### config.mk
export PLATFORM = sky130hd
export DESIGN_NAME = hazard_scoreboard
export DESIGN_NICKNAME = d
export VERILOG_FILES = /design/src/rtl/hazard_scoreboard.sv
export SDC_FILE = /design/constraint.sdc
export NUM_CORES = 1
export LEC_CHECK = 0
export ABC_AREA = 1
export CORE_MARGIN = 8
export CORE_UTILIZATION = 42
export CTS_CLUSTER_DIAMETER = 30
export DETAILED_ROUTE_END_ITERATION = 8
export PLACE_DENSITY_LB_ADDON = 0.15
export SYNTH_ARGS = -nofsm -noshare
export SYNTH_HDL_FRONTEND = slang
export SYNTH_SLANG_ARGS = --single-unit
### constraint.sdc
create_clock -name clk -period 1.84 [get_ports clk]
set_input_delay 0.368 -clock clk [delete_from_list [all_inputs] [get_ports clk]]
set_output_delay 0.368 -clock clk [all_outputs]
set_load 0.01 [all_outputs]
### src/rtl/hazard_scoreboard.sv
// Hazard unit for the 5-stage MIPS pipeline: forwarding, stalls,
// multi-cycle unit scoreboard and a saturating stall-cycle counter.
module hazard_scoreboard #(
  parameter int RA_W       = 5,
  parameter int MC_LATENCY = 4,
  parameter int PERF_W     = 16
) (
  input  logic              clk,
  input  logic              reset,
  input  logic [RA_W-1:0]   d_rs,
  input  logic [RA_W-1:0]   d_rt,
  input  logic              d_branch,
  input  logic              d_mc_op,
  input  logic [RA_W-1:0]   e_rs,
  input  logic [RA_W-1:0]   e_rt,
  input  logic [RA_W-1:0]   e_rf_wa,
  input  logic              e_rf_we,
  input  logic              e_is_load,
  input  logic              e_mc_issue,
  input  logic [RA_W-1:0]   m_rf_wa,
  input  logic [RA_W-1:0]   w_rf_wa,
  input  logic              m_rf_we,
  input  logic              w_rf_we,
  input  logic              m_is_load,
  output logic [1:0]        sel_forward_alu_a,
  output logic [1:0]        sel_forward_alu_b,
  output logic              d_fwd_a,
  output logic              d_fwd_b,
  output logic              f_stall,
  output logic              d_stall,
  output logic              e_flush,
  output logic              mc_busy,
  output logic              mc_wb_valid,
  output logic [RA_W-1:0]   mc_wb_wa,
  output logic              mc_err,
  output logic [PERF_W-1:0] stall_cycles
);

  localparam int CW = 4;
  localparam logic [CW-1:0] LAT = CW'(MC_LATENCY);
  localparam logic [CW-1:0] ONE = CW'(1);

  typedef enum logic {
    IDLE,
    BUSY
  } mc_state_e;

  mc_state_e         state_q;
  mc_state_e         state_d;
  logic [CW-1:0]     cnt_q;
  logic [CW-1:0]     cnt_d;
  logic [RA_W-1:0]   wa_q;
  logic [RA_W-1:0]   wa_d;
  logic              valid_q;
  logic              valid_d;
  logic              err_q;
  logic              err_d;
  logic [PERF_W-1:0] perf_q;

  logic a_m, a_w, b_m, b_w;
  logic hit_e, hit_m, hit_mc;
  logic load_use, br_e, br_m;
  logic mc_raw, mc_struct, stall;

  always_comb begin
    a_m = (e_rs != '0) && (e_rs == m_rf_wa) && m_rf_we;
    a_w = (e_rs != '0) && (e_rs == w_rf_wa) && w_rf_we;
    b_m = (e_rt != '0) && (e_rt == m_rf_wa) && m_rf_we;
    b_w = (e_rt != '0) && (e_rt == w_rf_wa) && w_rf_we;
  end

  // M is the younger producer, so it wins over W
  always_comb begin
    sel_forward_alu_a = 2'b00;
    priority case (1'b1)
      a_m:     sel_forward_alu_a = 2'b10;
      a_w:     sel_forward_alu_a = 2'b01;
      default: sel_forward_alu_a = 2'b00;
    endcase
  end

  always_comb begin
    sel_forward_alu_b = 2'b00;
    priority case (1'b1)
      b_m:     sel_forward_alu_b = 2'b10;
      b_w:     sel_forward_alu_b = 2'b01;
      default: sel_forward_alu_b = 2'b00;
    endcase
  end

  always_comb begin
    d_fwd_a = d_branch && (d_rs != '0) && (d_rs == m_rf_wa)
              && m_rf_we && !m_is_load;
    d_fwd_b = d_branch && (d_rt != '0) && (d_rt == m_rf_wa)
              && m_rf_we && !m_is_load;
  end

  always_comb begin
    hit_e  = (e_rf_wa != '0)
             && ((d_rs == e_rf_wa) || (d_rt == e_rf_wa));
    hit_m  = (m_rf_wa != '0)
             && ((d_rs == m_rf_wa) || (d_rt == m_rf_wa));
    hit_mc = (wa_q != '0)
             && ((d_rs == wa_q) || (d_rt == wa_q));
  end

  always_comb begin
    load_use  = e_is_load && hit_e;
    br_e      = d_branch && e_rf_we && hit_e;
    br_m      = d_branch && m_is_load && hit_m;
    mc_raw    = mc_busy && hit_mc;
    mc_struct = d_mc_op && mc_busy && (cnt_q > ONE);
    stall     = load_use | br_e | br_m | mc_raw | mc_struct;
  end

  assign f_stall = stall;
  assign d_stall = stall;
  assign e_flush = stall;

  always_comb begin
    state_d = state_q;
    cnt_d   = cnt_q;
    wa_d    = wa_q;
    err_d   = err_q;
    unique case (state_q)
      IDLE: begin
        if (e_mc_issue) begin
          state_d = BUSY;
          cnt_d   = LAT;
          wa_d    = e_rf_wa;
        end
      end
      BUSY: begin
        if (cnt_q == ONE) begin
          // last busy cycle: a new issue may chain straight on
          if (e_mc_issue) begin
            cnt_d = LAT;
            wa_d  = e_rf_wa;
          end else begin
            state_d = IDLE;
            cnt_d   = '0;
          end
        end else begin
          cnt_d = cnt_q - ONE;
          if (e_mc_issue) begin
            err_d = 1'b1;
          end
        end
      end
      default: begin
        state_d = IDLE;
        cnt_d   = '0;
      end
    endcase
    valid_d = (state_d == BUSY) && (cnt_d == ONE);
  end

  always_ff @(posedge clk) begin
    if (!reset) begin
      state_q <= IDLE;
      cnt_q   <= '0;
      wa_q    <= '0;
      valid_q <= 1'b0;
      err_q   <= 1'b0;
      perf_q  <= '0;
    end else begin
      state_q <= state_d;
      cnt_q   <= cnt_d;
      wa_q    <= wa_d;
      valid_q <= valid_d;
      err_q   <= err_d;
      if (stall && (perf_q != '1)) begin
        perf_q <= perf_q + 1'b1;
      end
    end
  end

  assign mc_busy      = (state_q == BUSY);
  assign mc_wb_valid  = valid_q;
  assign mc_wb_wa     = wa_q;
  assign mc_err       = err_q;
  assign stall_cycles = perf_q;

endmodule

**After elaboration in Yosys (flattened, before gate mapping)**

Cells that the tools add are included.

- Input port bits: 45
- Output and inout port bits: 33
- Flip-flop bits (word level): 28
- Logic and storage cells: 84

- Mux-type cells: 14
- Add/subtract/negate cells: 2
- Bitwise logic cells: 6
- Reductions and logical operators: 41
- Equality and inequality tests: 14
- Order comparisons: 1

Operators by type and width:

| operator | number |
|---|---|
| equality test 5 bit | 10 |
| nonzero test 5 bit | 7 |
| logical AND 1 bit | 29 |
| adder 16 x 1 -> 16 bit, second input constant | 1 |
| inequality test 16 bit, second input constant | 1 |
| two-way mux 5 bit | 2 |
| case mux 5 bit (2 select lines) | 1 |
| equality test 4 x 1 -> 1 bit, second input constant | 2 |
| two-way mux 4 bit | 2 |
| case mux 4 bit (2 select lines) | 1 |
| > comparator 4 x 1 -> 1 bit, second input constant | 1 |
| two-way mux 1 bit | 4 |
| two-way mux 2 bit | 2 |
| OR 1 bit | 4 |
| subtractor 4 x 1 -> 4 bit, second input constant | 1 |
| logical OR 1 bit | 3 |
| two-way mux 3 bit | 1 |
| AND reduction 3 bit | 1 |
| inequality test 2 x 1 -> 1 bit, second input constant | 1 |
| inverter 1 bit | 2 |
| case mux 1 bit (2 select lines) | 1 |
| logical NOT 1 bit | 1 |

**Longest topological paths before layout**

- Depth in word-level cells: 9
- Depth in mapped cells: 14
- Mapped depth without buffers: 13

**Least setup slack after synthesis**

Ideal clock, no wire load.

- Path type: in2out
- Start: input port m_rf_wa[3]
- End: output port e_flush
- Buffers on the path: 3
- Stages: 13
- Required time: 1.472 ns
- Slack: -0.026 ns
- Arrival time: 1.498 ns
- Path through: clkbuf_2 inv_1 nand2_1 nand2_1 nor2_1 nand3_1 nand2_1 nand2_1 nand2_1 inv_1 nand2_1 buf_4 buf_4

- Cells in the longest elaborated chain, start to end: 7
- Elaborated cells between the ends (all ways): 9
- Those cells by class: eq/ne: 2; bitwise: 3; reduce/logical: 4

RTL lines:

| what | RTL line | RTL |
|---|---|---|
| from (decl) | 20 | `input logic [RA_W-1:0] m_rf_wa,` |
| equality test 5 bit | 102 | `&& ((d_rs == m_rf_wa) \|\| (d_rt == m_rf_wa));` |
| logical OR 1 bit | 102 |  |
| logical AND 1 bit * | 102 |  |
| logical AND 1 bit * | 110 | `br_m = d_branch && m_is_load && hit_m;` |
| OR 1 bit * (3 in a row) | 113 | `stall = load_use \| br_e \| br_m \| mc_raw \| mc_struct;` |
| to (decl) | 31 | `output logic e_flush,` |

Every way passes the cells marked *; elsewhere a longest branch is shown, timed or not.

**Worst setup path after layout**

- Start: input port d_rs[4]
- End: output port d_stall

- Cells in the longest elaborated chain, start to end: 8
- Elaborated cells between the ends (all ways): 17
- Those cells by class: eq/ne: 3; bitwise: 4; reduce/logical: 10

RTL lines:

| what | RTL line | RTL |
|---|---|---|
| from (decl) | 10 | `input logic [RA_W-1:0] d_rs,` |
| equality test 5 bit | 100 | `&& ((d_rs == e_rf_wa) \|\| (d_rt == e_rf_wa));` |
| logical OR 1 bit | 100 |  |
| logical AND 1 bit | 100 |  |
| logical AND 1 bit, on equally long branches | 108, 109 |  |
| OR 1 bit (2 in a row) | 113 |  |
| OR 1 bit * (2 in a row) | 113 |  |
| to (decl) | 30 | `output logic d_stall,` |

Marks and branches as above.

==> results_dict.tcl <==
set metrics [dict create \
    multi_input_area_um2 1728 \
    end_kind "primary output" \
    seq_area_um2 579.3 \
    fin_ws_ns -0.02350 \
    coreArea_um2 5507 \
    vias 3122 \
    syn_area_um2 2389 \
    finalSetupViolations 3 \
    arrival_ns 1.50 \
    crit_type "primary input to primary output" \
    ctsHoldBuffers 0 \
    grt_start_max_net_pins 18 \
    leakagePower_nw 1.897 \
    cts_tree "yes" \
    violations "negative setup slack" \
    fin_crit_ns 1.864 \
    grt_pass1_wl_mm 13.34 \
    tns_ns -0.06591 \
    internal_power_mw 1.196 \
    comb_power_share_pct 40.7 \
    yosys_register_bits 28 \
    cts.sinks 28 \
    worstMarginPinSlew_ns 0.3837 \
    crit_top_cell "nand2_1" \
    dieWidth_um 91.41 \
    fillers 477 \
    htreeDepth 1 \
    dp_slack_ns -0.8297 \
    fin_skew_ns 0.009380 \
    port_buffers 77 \
    die_y_um 91.41 \
    hp-start "e_rf_wa[4]" \
    antenna_left 0 \
    clk_latency_ns 0.28 \
    synth_fp_nets 459 \
    synth_warnings 0 \
    routabilityCongestion 0.9050 \
    dr.pass1.iters 5 \
    p_total_mw 1.783 \
    n_antenna_cell 0 \
    crit_start "d_rs[4]" \
    grt_overflow 0 \
    wl_per_cell_um 13.21 \
    seq_power_share_pct 37.3 \
    max-slew-margin-rel_pct 74.22 \
    grt_usage_pct 18.39 \
    drv_cap 0 \
    timing.fmax_mhz 536.6 \
    dpl.hpwl_mm 6.403 \
    p_per_area_nw_per_um2 446.8 \
    clockBufferDepth 2 \
    ios 78 \
    drive_above_1_share_pct 33.27 \
    netSwitchingPower_mw 0.5868 \
    status "finished, violations left" \
    netSwitchingFraction_pct 32.91 \
    rows 27 \
    r2r-start "stall_cycles[1]$_SDFFE_PN0P_" \
    yosysSeqAreaShare_pct 23.47 \
    slowest_delay_ns 0.22 \
    rsz0062_at_grt "yes" \
    postLayoutCellArea_um2 3991 \
    worstPathCellList "clkdlybuf4s15_1 > buf_4 > xnor2_2 > nand3_2 > nand2_1 > nand2_1 > nand2_2 > inv_2 > nand2_4 > buf_6" \
    post-route-util_pct 72.48 \
    hp-class "primary input to flip-flop" \
    layout.nets 608 \
    critPathLaunchType "primary input" \
    critical_path_required_ns 1.47 \
    die-area_um2 8356 \
    pwr-share-clk_pct 22.0 \
    ir_drop_v 0.0006164 \
    placed_area_um2 3707 \
    clk_transition_reported_paths_ns 0.10 \
    ys_types 31 \
    cts_buffers 3 \
    syn_avg_cell_area_um2 5.812 \
    critPathTopFamily "buffers and inverters" \
    grt_pass1_vias 3022 \
    finalHoldViolations 0 \
    crit_path_top_delay_cell "clkdlybuf4s15_1" \
    cts_root_buffer "clkbuf_8" \
    syn_to_final_growth_pct 67.10 \
    min_period_over_period_pct 101.3 \
    first_iter_violations 148 \
    drc_errors 0 \
    worst-path-max-fanout 4 \
    wl_mm 8.336 \
    crit_buf_inv 4 \
    avgViaCountPerCell 4.948 \
    start_util_pct 43.38 \
    finalMaxSlewViolations 0 \
    syn-instance-count 411 \
    antenna_found_initial 0 \
]
## cell usage after synthesis
cell       number  area share [%]
xor2_1         19             7.0
a22oi_1         1            0.31
xnor2_1         9             3.3
nor3_2          1            0.42
nor3_1         13             2.7
dfxtp_1        28              23
nand2_1       118              19
nor4_1          5             1.3
o21a_1          1            0.31
nor2_2          1            0.26
buf_4           5             1.6
o2111ai_1       2            0.73
nor2_1         51             8.0
a221oi_1        1            0.37
nand2_2         1            0.26
a21oi_1        20             4.2
inv_1          62             9.7
o21ai_0        18             3.8
buf_6           1            0.47
ha_1            3             1.6
nand4_1         2            0.52
nand3_2         1            0.42
clkbuf_2        2            0.42
nand3b_1        2            0.63
nand3_1        33             6.9
a311oi_1        1            0.37
a211oi_1        2            0.63
o21ai_2         1            0.37
o22ai_1         3            0.79
clkbuf_1        3            0.47
clkinv_1        1            0.16
## timing repair
action | in CTS | in global routing
setup buffers | 4 | 4
pin swaps | 23 | 31
endpoints found under the setup margin | 24 | 24
gates resized for setup | 181 | 77
## cells in the final DEF (no fill, tap or decap), types with 3 or more instances in the layout
cell / n
nand2_1: 110
buf_4: 75
nor2_1: 43
inv_1: 43
nand3_1: 30
clkdlybuf4s50_1: 29
xor2_1: 19
dfxtp_1: 19
a21oi_1: 18
inv_2: 17
buf_6: 15
o21ai_0: 13
buf_2: 13
nor3_1: 11
nand2_2: 8
dlygate4sd2_1: 8
xnor2_1: 7
nor2_2: 6
dfxtp_2: 6
clkbuf_2: 5
clkdlybuf4s15_1: 5
nand3_2: 4
clkbuf_8: 4
o21ai_1: 3
o22ai_1: 3
o21ai_2: 3
nor2_4: 3
dfxtp_4: 3
## cell type report
cell class	count	area share [%]
clock buffers	4	1.379
inverters	63	6.050
multi-input cells	309	43.29
flip-flops and latches	28	14.51
well taps	72	2.257
repair buffers	155	32.51
## routing by layer
metal / wire [um] / GRT usage [%] / up-vias
met4: 82 / 3.820 / 0
li1: - / - / 1594
met1: 3581 / 20.89 / 1436
met2: 4300 / 34.15 / 82
met3: 372 / 3.786 / 10
met5: 0 / 0 / -
## logic make-up after synthesis
kind of cell	synth area share, %
AND/OR/NAND/NOR	40.02
flip-flops	23.47
buffers and inverters	12.83
AO/OA/AOI/OAI	11.84
adder cells (fa/ha/maj)	1.572
XOR/XNOR	10.27
## power groups by stage
stage                     logic [mW]  clock network (mW)  registers (mW)
after global placement         0.646                   0           0.668
after detailed placement       0.656                   0           0.669
after CTS                      0.673               0.404           0.660
after global routing           0.796               0.427           0.669
final                          0.727               0.392           0.665
after floorplan                0.282                   0           0.682
## stage by stage
step	hold slack (ns)	cells
2_1_floorplan	0.4946	411
3_3_place_gp	0.4586	619
3_5_place_dp	0.4580	619
4_1_cts	0.4841	627
5_1_grt	0.4695	631
6_report	0.4475	631
## path summary, 6_finish.rpt
kind	endpoint	slack, ns	cells past startpoint
min reg2reg	mc_err$_SDFFE_PN0P_	0.48	1
min	mc_wb_wa[4]$_SDFFE_PN0P_	0.45	4
max reg2reg	stall_cycles[10]$_SDFFE_PN0P_	0.07	10
max	d_stall	-0.02	10
## state kept, by name, indices dropped and copies added (netlist names)
signal	count
mc_err	1
mc_wb_wa	5
mc_wb_valid	1
mc_busy	1
cnt_q	4
stall_cycles	16
## worst reg2reg max path, stage by stage (launching register included)
cell and delay [ns]:
dfxtp_2 0.35, ha_2 0.20, nand2_2 0.08, nor2_4 0.13, nand3_2 0.11, nor3_4 0.25, nand3_2 0.13, o21ai_2 0.11
buf_6 0.15, nand2_1 0.07, a21oi_2 0.13
No activity file was read; power rests on OpenSTA's default activity.
